### config.mk
export PLATFORM = sky130hd
export DESIGN_NAME = adc_ascii_streamer
export DESIGN_NICKNAME = d
export VERILOG_FILES = /design/src/rtl/adc_ascii_streamer.sv
export SDC_FILE = /design/constraint.sdc
export NUM_CORES = 1
export LEC_CHECK = 0
export ABC_AREA = 1
export BUFFER_PORTS_ARGS = -buffer_cell sky130_fd_sc_hd__buf_2
export CORE_ASPECT_RATIO = 0.7
export CORE_MARGIN = 3
export CORE_UTILIZATION = 30
export CTS_CLUSTER_DIAMETER = 60
export DETAILED_ROUTE_END_ITERATION = 10
export PLACE_DENSITY = 0.45
export SYNTH_ARGS = -nofsm -noshare
export SYNTH_HDL_FRONTEND = slang
export SYNTH_SLANG_ARGS = --single-unit
### constraint.sdc
create_clock -name clk -period 6.5 [get_ports clk]
set_input_delay 1.3 -clock clk [delete_from_list [all_inputs] [get_ports clk]]
set_output_delay 1.3 -clock clk [all_outputs]
set_load 0.02 [all_outputs]
### src/rtl/adc_ascii_streamer.sv
// ============================================================================
// adc_ascii_streamer: snapshots NUM_CH BCD readings and streams them as ASCII
// bytes over valid/ready. Optional macro CHANNEL_TAG_EN adds "A:"-style tags.
// Rev 1.0
// ============================================================================
`timescale 1ns/1ps
`default_nettype none

module adc_ascii_streamer #(
  parameter int          NUM_CH        = 1,
  parameter int          NUM_DIGITS    = 4,
  parameter int          DP_POS        = 3,
  parameter int          PERIOD_CYCLES = 65536,
  parameter logic [7:0]  SEP_CHAR      = 8'h2C
) (
  input  logic                         clk,
  input  logic                         reset,
  input  logic                         enable,
  input  logic                         force_req,
  input  logic [NUM_CH*NUM_DIGITS*4-1:0] bcd_data,
  output logic [7:0]                   tx_data,
  output logic                         tx_valid,
  input  logic                         tx_ready,
  output logic                         busy,
  output logic                         frame_done,
  output logic [NUM_DIGITS*4-1:0]      snapshot
);

  localparam int              DW       = NUM_CH*NUM_DIGITS*4;
  localparam int              CNTW     = $clog2(PERIOD_CYCLES);
  localparam logic [CNTW-1:0] CNT_MAX  = CNTW'(PERIOD_CYCLES-1);
  localparam bit              HAS_DOT  = (DP_POS > 0);
  localparam logic [2:0]      DOT_DIG  = 3'(NUM_DIGITS-DP_POS-1);
  localparam logic [2:0]      LAST_DIG = 3'(NUM_DIGITS-1);
  localparam logic [2:0]      LAST_CH  = 3'(NUM_CH-1);
`ifdef CHANNEL_TAG_EN
  localparam bit              TAG_EN   = 1'b1;
`else
  localparam bit              TAG_EN   = 1'b0;
`endif

  typedef enum logic [3:0] {
    S_IDLE, S_LOAD, S_TAG, S_COLON, S_DIGIT, S_DOT, S_SEP, S_CR, S_LF
  } state_t;

  state_t          state, nxt_state;
  logic [CNTW-1:0] cnt;
  logic            pending;
  logic [DW-1:0]   snap_all;
  logic [2:0]      ch, nxt_ch;
  logic [2:0]      dig, nxt_dig;
  logic [7:0]      nxt_byte;
  logic [DW-1:0]   src;
  logic [3:0]      nib;
  int              base;

  function automatic logic [7:0] enc_digit(input logic [3:0] n);
    return (n <= 4'd9) ? {4'h3, n} : 8'h3F;
  endfunction

  // Request tracking: a new request in the same cycle as LOAD wins over the clear.
  always_ff @(posedge clk) begin
    if (!reset) begin
      cnt     <= '0;
      pending <= 1'b0;
    end else begin
      cnt <= (cnt == CNT_MAX) ? '0 : cnt + 1'b1;
      if (((cnt == CNT_MAX) && enable) || force_req)
        pending <= 1'b1;
      else if (state == S_LOAD)
        pending <= 1'b0;
    end
  end

  // Successor of the byte currently presented, and the byte it produces.
  always_comb begin
    nxt_state = state;
    nxt_ch    = ch;
    nxt_dig   = dig;
    case (state)
      S_LOAD: begin
        nxt_ch    = 3'd0;
        nxt_dig   = 3'd0;
        nxt_state = TAG_EN ? S_TAG : S_DIGIT;
      end
      S_TAG:   nxt_state = S_COLON;
      S_COLON: begin
        nxt_state = S_DIGIT;
        nxt_dig   = 3'd0;
      end
      S_DIGIT: begin
        if (HAS_DOT && (dig == DOT_DIG))
          nxt_state = S_DOT;
        else if (dig == LAST_DIG)
          nxt_state = (ch == LAST_CH) ? S_CR : S_SEP;
        else
          nxt_dig = dig + 3'd1;
      end
      S_DOT: begin
        nxt_state = S_DIGIT;
        nxt_dig   = dig + 3'd1;
      end
      S_SEP: begin
        nxt_ch    = ch + 3'd1;
        nxt_dig   = 3'd0;
        nxt_state = TAG_EN ? S_TAG : S_DIGIT;
      end
      S_CR:    nxt_state = S_LF;
      S_LF:    nxt_state = pending ? S_LOAD : S_IDLE;
      default: nxt_state = state;
    endcase

    // During LOAD the snapshot register is not yet written, so read the live input.
    src  = (state == S_LOAD) ? bcd_data : snap_all;
    base = (int'(nxt_ch) * NUM_DIGITS + (NUM_DIGITS - 1 - int'(nxt_dig))) * 4;
    nib  = 4'(src >> base);

    case (nxt_state)
      S_TAG:   nxt_byte = 8'h41 + {5'd0, nxt_ch};
      S_COLON: nxt_byte = 8'h3A;
      S_DIGIT: nxt_byte = enc_digit(nib);
      S_DOT:   nxt_byte = 8'h2E;
      S_SEP:   nxt_byte = SEP_CHAR;
      S_CR:    nxt_byte = 8'h0D;
      S_LF:    nxt_byte = 8'h0A;
      default: nxt_byte = 8'h00;
    endcase
  end

  always_ff @(posedge clk) begin
    if (!reset) begin
      state      <= S_IDLE;
      ch         <= 3'd0;
      dig        <= 3'd0;
      snap_all   <= '0;
      snapshot   <= '0;
      tx_data    <= 8'h00;
      tx_valid   <= 1'b0;
      busy       <= 1'b0;
      frame_done <= 1'b0;
    end else begin
      frame_done <= 1'b0;
      case (state)
        S_IDLE: begin
          if (pending) begin
            state <= S_LOAD;
            busy  <= 1'b1;
          end
        end
        S_LOAD: begin
          snap_all <= bcd_data;
          snapshot <= bcd_data[NUM_DIGITS*4-1:0];
          state    <= nxt_state;
          ch       <= nxt_ch;
          dig      <= nxt_dig;
          tx_data  <= nxt_byte;
          tx_valid <= 1'b1;
        end
        default: begin
          if (tx_valid && tx_ready) begin
            state <= nxt_state;
            ch    <= nxt_ch;
            dig   <= nxt_dig;
            if (state == S_LF) begin
              frame_done <= 1'b1;
              tx_valid   <= 1'b0;
              busy       <= pending;
            end else begin
              tx_data <= nxt_byte;
            end
          end
        end
      endcase
    end
  end

endmodule

`default_nettype wire

# Word-level counts from Yosys, hierarchy flattened
# Index checks and enable logic that the tools add are counted.
# word_totals
reg_bits	70
input_bits	21
output_inout_bits	27
word_cells	95
# classes
add_sub_neg	6
order_cmp	1
n_eq_ne	19
n_shift	1
muxes	32
n_bitwise	4
n_reduce_logical	21
# op_table
operator	n
8-bit case mux with 7 select lines	1
4-bit by 3-bit equality test with 1-bit output (second input constant)	8
16-bit by 32-bit right shift with 4-bit output	1
4-bit 2-to-1 mux	5
4-bit case mux with 5 select lines	1
3-bit case mux with 2 select lines	3
16-bit by 1-bit adder with 16-bit output (second input constant)	1
16-bit equality test (second input constant)	1
4-bit by 2-bit equality test with 1-bit output (second input constant)	4
16-bit 2-to-1 mux	1
8-bit 2-to-1 mux	2
8-bit case mux with 2 select lines	1
3-bit 2-to-1 mux	4
1-bit 2-to-1 mux	10
2-bit nonzero test	5
3-bit case mux with 3 select lines	1
7-bit by 3-bit adder with 8-bit output (first input constant)	1
4-bit equality test (second input constant)	2
4-bit case mux with 2 select lines	1
4-bit OR reduction	2
6-bit by 4-bit adder with 7-bit output	1
3-bit by 1-bit adder with 3-bit output (second input constant)	2
3-bit logical NOT	2
3-bit AND reduction	2
other kinds (15)	22

# Depth between registers and ports, before layout
# Gate-level depths: netlist of the first run.
# logic_depth
depth_word	13
depth_mapped	24
ltp_nobuf	23

# Worst setup path after synthesis of the first run
# Ideal clock, no wire load.
# synth_path
path_kind	flip-flop to flip-flop
startpoint	register state[3]
endpoint	register tx_data[2]
setup_time_ps	68
t_arrival_ps	2755
required_time_ps	6432
setup_slack_ps	3677
stages_incl_launch_ff	24
path_buffers	1
period_less_slack_ps	2823
path_cell_list	dfxtp_1 > nor2_4 > nand2_2 > inv_2 > buf_4 > nor2_1 > a21oi_1 > inv_1 > ha_1 > inv_1 > fa_1 > nand2_1 > inv_1 > nor4b_1 > nand3_1 > nor2_2 > nand2_1 > inv_2 > nand2_2 > nand2_1 > nand2_1 > nand2_1 > nand2_1 > a21oi_2
# synth_between
elab_cells_between_ends	38
cone_classes	3 x add/sub; 1 x order compare; 16 x eq/ne; 1 x shift; 11 x mux; 1 x bitwise; 5 x reduce/logical
# synth_lines
item	line	rtl
start, declared	46	state_t state, nxt_state;
start signal, assigned	153	state <= nxt_state;
start signal, assigned	161	state <= nxt_state;
4-bit by 3-bit equality test with 1-bit output / 4-bit by 1-bit equality test with 1-bit output (equally long branches)	80	case (state)
3-bit case mux with 2 select lines (*)	80	
named net nxt_ch[0]	50	logic [2:0] ch, nxt_ch;
6-bit by 4-bit adder with 7-bit output	115	base = (int'(nxt_ch) * NUM_DIGITS + (NUM_DIGITS - 1 - int'(nxt_dig))) * 4;
16-bit by 32-bit right shift with 4-bit output	116	nib = 4'(src >> base);
4-bit less-or-equal comparator	58	return (n <= 4'd9) ? {4'h3, n} : 8'h3F;
4-bit 2-to-1 mux	58	
8-bit case mux with 7 select lines (*)	118	case (nxt_state)
8-bit 2-to-1 mux	164	if (state == S_LF) begin
8-bit 2-to-1 mux	160	if (tx_valid && tx_ready) begin
8-bit case mux with 2 select lines (*)	143	case (state)
end signal, assigned	156	tx_data <= nxt_byte;
end signal, assigned	169	tx_data <= nxt_byte;
end, declared	21	output logic [7:0] tx_data,
# The timed path passes the listed nets; every way through them passes the cells marked *. The select of a mux whose other input is x is not followed.
# A chain may end at the register's enable or synchronous reset.

# Worst setup path after layout of the first run
# layout_path
startpoint	register state[1]
endpoint	register tx_data[0]
# Same word-level chain as after synthesis.

==> run summary, run 1 <==
Clock Skews = 0.00611 ns
fill count = 1214
global-route usage over all layers = 14.5%
vias = 3110
Power Density = 303 nW/um^2
synthesized area = 3480 um^2
residual DRC count = 0
number of diodes = 0
commonest non-fill, non-tap cell in the layout = nand2_1
RR Startpoint = state[1]$_SDFFE_PN0P_
initial detailed-routing violation count = 163
Max H-tree Level = 3
cts repair resizes = 0
Slew HR = 30.9%
Post-Synthesis Net Count = 526
Root Driver = clkbuf_16
Multi-input gate area = 1760 um^2
drt wl/cell = 12.3 um
Leakage Power = 0.00189 uW
CP startpoint kind = register
sink of the worst hold path = tx_data[6]$_SDFFE_PN0P_
synth unique cells = 41
hold depth = 2
Setup WS pre-CTS = 2.74 ns
status = completed
Hold Path Class = register to register
Nets = 569
Max Cap Viol = 0
FF+latch count, synth = 69
Final Wtd Congestion = 0.823
Starting Density = 31.1%
Worst Path Max Fanout = 31
Area Overhead vs Synth = 17.9%
largest net degree at the start of global routing = 47
Max VDD drop = 0.136 mV
Cells after DPL = 679
port buffer count = 46
iteration count of the initial detailed-routing pass = 4
synthesized area per cell = 7.04 um^2
setup TNS = 0 ns
unrepaired setup endpoints after global routing = no
fin util = 36.7%
setup bufs post-CTS = 0
share of layout cells above drive strength 1 = 16.4%
Final ANT Viol Nets = 0
CTS buffer count = 9
critical path arrival = 3.99 ns
Worst-path clk slew = 0.06 ns
Clock Sinks = 69
vias per cell = 4.47
initial antenna violation count = 0
Worst-Skew Late Latency = 0.33 ns
FF/Latch Area = 1380 um^2
WS Path Type = register to register
Post-DP HPWL = 6.32 mm
crit end category = register
Fin. Hold Viols = 0
Die X-Extent = 135 um
Gate Count Post-Synth = 494
CTS tree = built
worst-margin pin slew = 1.03 ns
area of the die = 12900 um^2
Std-Cell Rows = 32
gr ovfl total = 0
reg2reg path depth = 22
final setup margin = 2.77 ns
maximum buffer depth of the clock tree = 2
crit path from = state[1]$_SDFFE_PN0P_
Routed WL = 8.57 mm
Req. time, crit path = 6.76 ns
Core Area = 11200 um^2
sequential share of the synthesized area = 39.7%
# IOs = 48
Final Max Slew Viols = 0
most frequent cells in the layout = 138 x nand2_1, 69 x dfxtp_1, 58 x inv_1
period utilization = 57.5%
Die Ht = 96.1 um
Hold Buf Count CTS = 0
post-route insts no fill = 695
reg2reg end = tx_data[0]$_SDFFE_PN0P_
hold_sp = tx_data[6]$_SDFFE_PN0P_
Synth warnings = 0
via count of the first global-routing pass = 2981
fmax = 268 MHz
wire length of the first global-routing pass = 14.7 mm
Final setup viols = 0
Final min period = 3.73 ns
setup slack, reg-to-reg = 2.77 ns
## per-layer routing
layer  wire [um]  track usage [%]  up-vias
li1            -                -     1665
met1        4830             21.0     1399
met2        3350             21.0       40
met3         314             4.08        6
met4          74             3.98        0
met5           0                0        -
## cell type report
cell class / instances / area share (%)
Tap cell: 153 / 4.67
Multi-Input combinational cell: 345 / 43.0
Timing Repair Buffer: 47 / 5.80
Clock buffer: 11 / 5.92
Inverter: 65 / 6.02
Sequential cell: 69 / 33.7
Clock inverter: 5 / 0.855
## critical path: stages (launching register included)
cell	delay [ns]
dfxtp_1	0.58
nor2_8	0.09
nand2_2	0.47
inv_2	0.33
nor2_1	0.22
a21oi_1	0.10
inv_1	0.07
ha_1	0.15
inv_1	0.06
fa_1	0.40
nand2_1	0.08
inv_1	0.03
nor4b_1	0.25
nand3_1	0.13
nor2_2	0.15
nand2_1	0.08
inv_2	0.06
nand2_2	0.05
nand2_1	0.05
nand2_1	0.05
nand2_1	0.06
nand2_1	0.06
a21oi_2	0.12
## worst max path at each step
stage                               to  slack [ns]  depth (start not counted)
3_5_place_dp   tx_data[2]$_SDFFE_PN0P_        2.74                         22
4_1_cts        tx_data[2]$_SDFFE_PN0P_        2.71                         22
3_3_place_gp   tx_data[0]$_SDFFE_PN0P_        2.80                         22
2_1_floorplan  tx_data[2]$_SDFFE_PN0P_        3.68                         23
6_report       tx_data[0]$_SDFFE_PN0P_        2.77                         22
5_1_grt        tx_data[2]$_SDFFE_PN0P_        2.30                         22
## cells in the mapped netlist, drive strengths merged
| master | count | area [um^2] |
|---|---|---|
| nor3 | 6 | 30.0 |
| nor4b | 1 | 8.76 |
| a21oi | 46 | 245 |
| ha | 10 | 125 |
| and3 | 2 | 12.5 |
| o211ai | 3 | 22.5 |
| conb | 1 | 3.75 |
| nand3 | 36 | 203 |
| a211oi | 2 | 15.0 |
| nand3b | 2 | 15.0 |
| clkbuf | 5 | 18.8 |
| buf | 10 | 66.3 |
| nor3b | 5 | 37.5 |
| nor4 | 1 | 6.26 |
| o21ai | 19 | 95.1 |
| inv | 65 | 246 |
| xor2 | 5 | 43.8 |
| xnor2 | 2 | 17.5 |
| o21bai | 1 | 7.51 |
| o211a | 1 | 10.0 |
| a22oi | 1 | 7.51 |
| fa | 1 | 20.0 |
| nand2 | 145 | 572 |
| nor2 | 47 | 215 |
| nand4 | 5 | 31.3 |
| a31oi | 3 | 18.8 |
| dfxtp | 69 | 1380 |
## state kept, by name, summed over array words and instances, names as in the netlist
| signal | cells |
|---|---|
| busy | 1 |
| ch | 3 |
| cnt | 16 |
| dig | 3 |
| frame_done | 1 |
| pending | 1 |
| snap_all | 16 |
| snapshot | 16 |
| state | 4 |
| tx_data | 7 |
| tx_valid | 1 |
## where the power goes
part	internal (uW)	total, uW	switching (uW)
clock	269	459	190
combinational	96.4	307	211
sequential	456	477	20.3
total	822	1240	421
## logic make-up after synthesis
family / synth area share [%]
fa+ha+maj: 4.18
flops: 39.7
compound gates: 12.1
xor+xnor: 1.76
other cells: 0.108
simple gates: 32.5
buf+inv: 9.54
## through the flow
step / hold WS [ns] / cell area [um^2] / total power [uW]
floorplan: 0.430 / 3480 / 722
global placement: 0.427 / 3820 / 795
detailed placement: 0.435 / 3820 / 795
CTS: 0.442 / 4100 / 1260
global route: 0.458 / 4100 / 1330
finish: 0.439 / 4100 / 1240
Note: power is estimated with default switching activity, not from simulation.
==> run 2, diff against run 1 <==
--- a/config.mk
+++ b/config.mk
@@ -5,7 +5,7 @@
 export SDC_FILE = /design/constraint.sdc
 export NUM_CORES = 1
 export LEC_CHECK = 0
-export ABC_AREA = 1
+export ABC_AREA = 0
 export BUFFER_PORTS_ARGS = -buffer_cell sky130_fd_sc_hd__buf_2
 export CORE_ASPECT_RATIO = 0.7
 export CORE_MARGIN = 3
==> constraint.sdc (replaced) <==
create_clock -name clk -period 3.5 [get_ports clk]
set_input_delay 0.7 -clock clk [delete_from_list [all_inputs] [get_ports clk]]
set_output_delay 0.7 -clock clk [all_outputs]
set_load 0.02 [all_outputs]
==> run summary, run 2 <==
commonest non-fill, non-tap cell in the layout = nand2_1
Clock Skews = 0.00451 ns (-0.00160 ns)
CP startpoint kind = register
area of the die = 13200 um^2 (+1.8%)
via count of the first global-routing pass = 3007 (+0.87%)
vias = 3125 (+0.48%)
number of diodes = 0 (unchanged)
share of layout cells above drive strength 1 = 19.3% (+2.9 points)
fmax = 307 MHz (+15%)
Fin. Hold Viols = 0 (unchanged)
initial antenna violation count = 0 (unchanged)
Setup WS pre-CTS = 0.257 ns (-2.48 ns)
Multi-input gate area = 1970 um^2 (+12%)
final setup margin = 0.247 ns (-2.52 ns)
# IOs = 48 (unchanged)
Hold Buf Count CTS = 0 (unchanged)
Pwr Total = 2730 uW (+120%)
largest net degree at the start of global routing = 36 (-23%)
WS Path Type = register to register
wire length of the first global-routing pass = 15.4 mm (+4.4%)
setup bufs post-CTS = 0 (unchanged)
CP Cell Sequence = ha_1 > ha_1 > nand2b_1 > a31o_2 > o22a_2 > ha_1 > inv_1 > fa_1 > inv_1 > o311ai_0 > o2bb2ai_1 > a2111oi_2 > a2111oi_2 > nor4_2
crit end category = register
Leakage Power = 0.00165 uW (-13%)
Worst-path clk slew = 0.06 ns (about the same)
Synth top cells by count = 73 x nand2_1, 69 x dfxtp_1, 53 x a21oi_1, 47 x nor2_1, 18 x inv_1
sink of the worst hold path = snapshot[11]$_SDFFE_PN0P_
FF+latch count, synth = 69 (unchanged)
Max Cap Viol = 0 (unchanged)
Starting Density = 31.5% (+0.36 points)
RR Startpoint = dig[0]$_SDFFE_PN0P_
Final ANT Viol Nets = 0 (unchanged)
Post-synth EDFFs = 0 (unchanged)
sequential share of the synthesized area = 39.0% (-0.73 points)
fin util = 37.3% (+0.66 points)
Power Density = 649 nW/um^2 (+110%)
initial detailed-routing violation count = 149 (-8.6%)
CP max stage cell = dfxtp_1
Final Max Slew Viols = 0 (unchanged)
Req. time, crit path = 3.74 ns (-3.02 ns)
top-count cell post-synth = nand2_1
Std-Cell Rows = 32 (unchanged)
Worst Path Max Fanout = 7 (-77%)
hold depth = 2 (unchanged)
cts repair resizes = 0 (unchanged)
CTS buffer count = 9 (unchanged)
fill count = 1201 (-1.1%)
Max H-tree Level = 3 (unchanged)
Clock Sinks = 69 (unchanged)
Final setup viols = 0 (unchanged)
hold_sp = snapshot[11]$_SDFFE_PN0P_
synthesized area = 3540 um^2 (+1.9%)
Area Overhead vs Synth = 18.7%
Die Ht = 96.9 um (+0.87%)
most used cell along the critical path = ha_1
post-synth top area share = 39.0% (-0.73 points)
predominant post-synthesis flop cell = dfxtp_1
synthesized area per cell = 8.08 um^2 (+15%)
FFs w/ async S/R, synth = 0% (unchanged)
Post-Synthesis Net Count = 470 (-11%)
unrepaired setup endpoints after global routing = no
Final min period = 3.25 ns (-0.481 ns)
setup TNS = 0 ns (unchanged)
status = completed
Final Wtd Congestion = 0.812 (-1.3%)
Placement Cell Area = 3920 um^2 (+2.7%)
worst-margin pin slew = 0.671 ns (-0.361 ns)
Buf/Inv on CP = 2 (-3)
Die X-Extent = 136 um (+0.89%)
crit path from = dig[0]$_SDFFE_PN0P_
CTS tree = built
Gate Count Post-Synth = 438 (-11%)
Routed WL = 9.19 mm (+7.2%)
global-route usage over all layers = 14.6% (+0.050 points)
setup slack, reg-to-reg = 0.25 ns (-2.52 ns)
Post-DP HPWL = 6.54 mm (+3.6%)
Worst-Skew Late Latency = 0.33 ns (about the same)
port buffer count = 46 (unchanged)
drt wl/cell = 14.4 um (+17%)
Synth warnings = 0 (unchanged)
cell accounting for the most synthesized area = dfxtp_1
critical path arrival = 3.49 ns (-0.50 ns)
maximum buffer depth of the clock tree = 2 (unchanged)
Crit path max-delay family = compound AO/OA/AOI/OAI gates
residual DRC count = 0 (unchanged)
synth unique cells = 70 (+71%)
top post-synthesis cells by area = dfxtp_1 39%, nand2_1 7.7%, a21oi_1 7.5%, nor2_1 5.0%, ha_1 3.5%
period utilization = 92.9% (+35 points)
Hold Path Class = register to register
Slew HR = 55.2% (+24 points)
FF/Latch Area = 1380 um^2 (unchanged)
gr ovfl total = 0 (unchanged)
vias per cell = 4.89 (+9.3%)
Max VDD drop = 0.282 mV (+110%)
biggest regs = cnt (16), snap_all (16), snapshot (16)
Core Area = 11300 um^2 (+0.72%)
Root Driver = clkbuf_16
reg2reg end = tx_data[2]$_SDFFE_PN0P_
most frequent cells in the layout = 73 x nand2_1, 69 x dfxtp_1, 53 x a21oi_1
iteration count of the initial detailed-routing pass = 4 (unchanged)
reg2reg path depth = 14 (-36%)
max incr delay on CP = 0.46 ns (-0.12 ns)
Nets = 513 (-9.8%)
post-route cell area = 4200 um^2 (+2.5%)
[run 2: changes by cell type after synthesis, sizes merged, moves of 5 or more]
cell | previous run | this run
inv | 65 | 19
mux2i | 0 | 6
a21oi | 46 | 53
nand2 | 145 | 74
nand3 | 36 | 9
nand2b | 0 | 7
clkbuf | 5 | 14
xor2 | 5 | 12
nor3 | 6 | 11
[run 2: logic make-up (layout without fill, tap and decap cells)]
logic type	Yosys count	in the layout	synth area share, %
compound gates	112	112	21.4
xor+xnor	16	16	3.96
fa+ha+maj	11	11	4.10
buf+inv	44	92	5.44
flops	69	69	39.0
mux	6	6	1.70
other cells	1	1	0.106
simple gates	179	179	24.2
[run 2: worst register-to-register path, stage by stage, from the launching register on]
cell and delay, ns:
dfxtp_1 0.46, ha_1 0.22, ha_1 0.23, nand2b_1 0.07
a31o_2 0.18, o22a_2 0.18, ha_1 0.17, inv_1 0.05
fa_1 0.40, inv_1 0.06, o311ai_0 0.12, o2bb2ai_1 0.28
a2111oi_2 0.42, a2111oi_2 0.10, nor4_2 0.22
[run 2: worst max path at each step]
stage                              endpoint  slack, ns  depth (start not counted)
floorplan           tx_data[2]$_SDFFE_PN0P_       0.47                         15
CTS                 tx_data[2]$_SDFFE_PN0P_       0.21                         14
finish              tx_data[2]$_SDFFE_PN0P_       0.25                         14
detailed placement  tx_data[2]$_SDFFE_PN0P_       0.26                         14
global route        tx_data[2]$_SDFFE_PN0P_      0.001                         15
global placement    tx_data[2]$_SDFFE_PN0P_       0.35                         14
[run 2: power by group]
group | leakage, uW | switching [uW] | internal (uW)
registers | 0.000560 | 79.1 | 867
logic | 0.000959 | 590 | 346
clock network | 0.000136 | 347 | 500
[run 2: layout make-up]
type | instances | share of cell area, %
clock inverters | 5 | 0.834
well taps | 153 | 4.56
repair buffers | 57 | 7.44
multi-input cells | 325 | 46.8
flip-flops and latches | 69 | 32.9
clock buffers | 11 | 5.78
inverters | 19 | 1.70
[run 2: metal layers]
metal	track usage, %	part of all wire [%]	vias up
met5	0	0	-
met4	3.49	0.36	0
met3	4.05	4.3	2
met2	20.3	43	54
met1	21.9	53	1462
li1	-	-	1607
[run 2: per-stage QoR]
stage          hold slack, ns  cells
3_3_place_gp            0.442    623
3_5_place_dp            0.444    623
5_1_grt                 0.470    639
2_1_floorplan           0.430    438
4_1_cts                 0.451    639
6_report                0.448    639
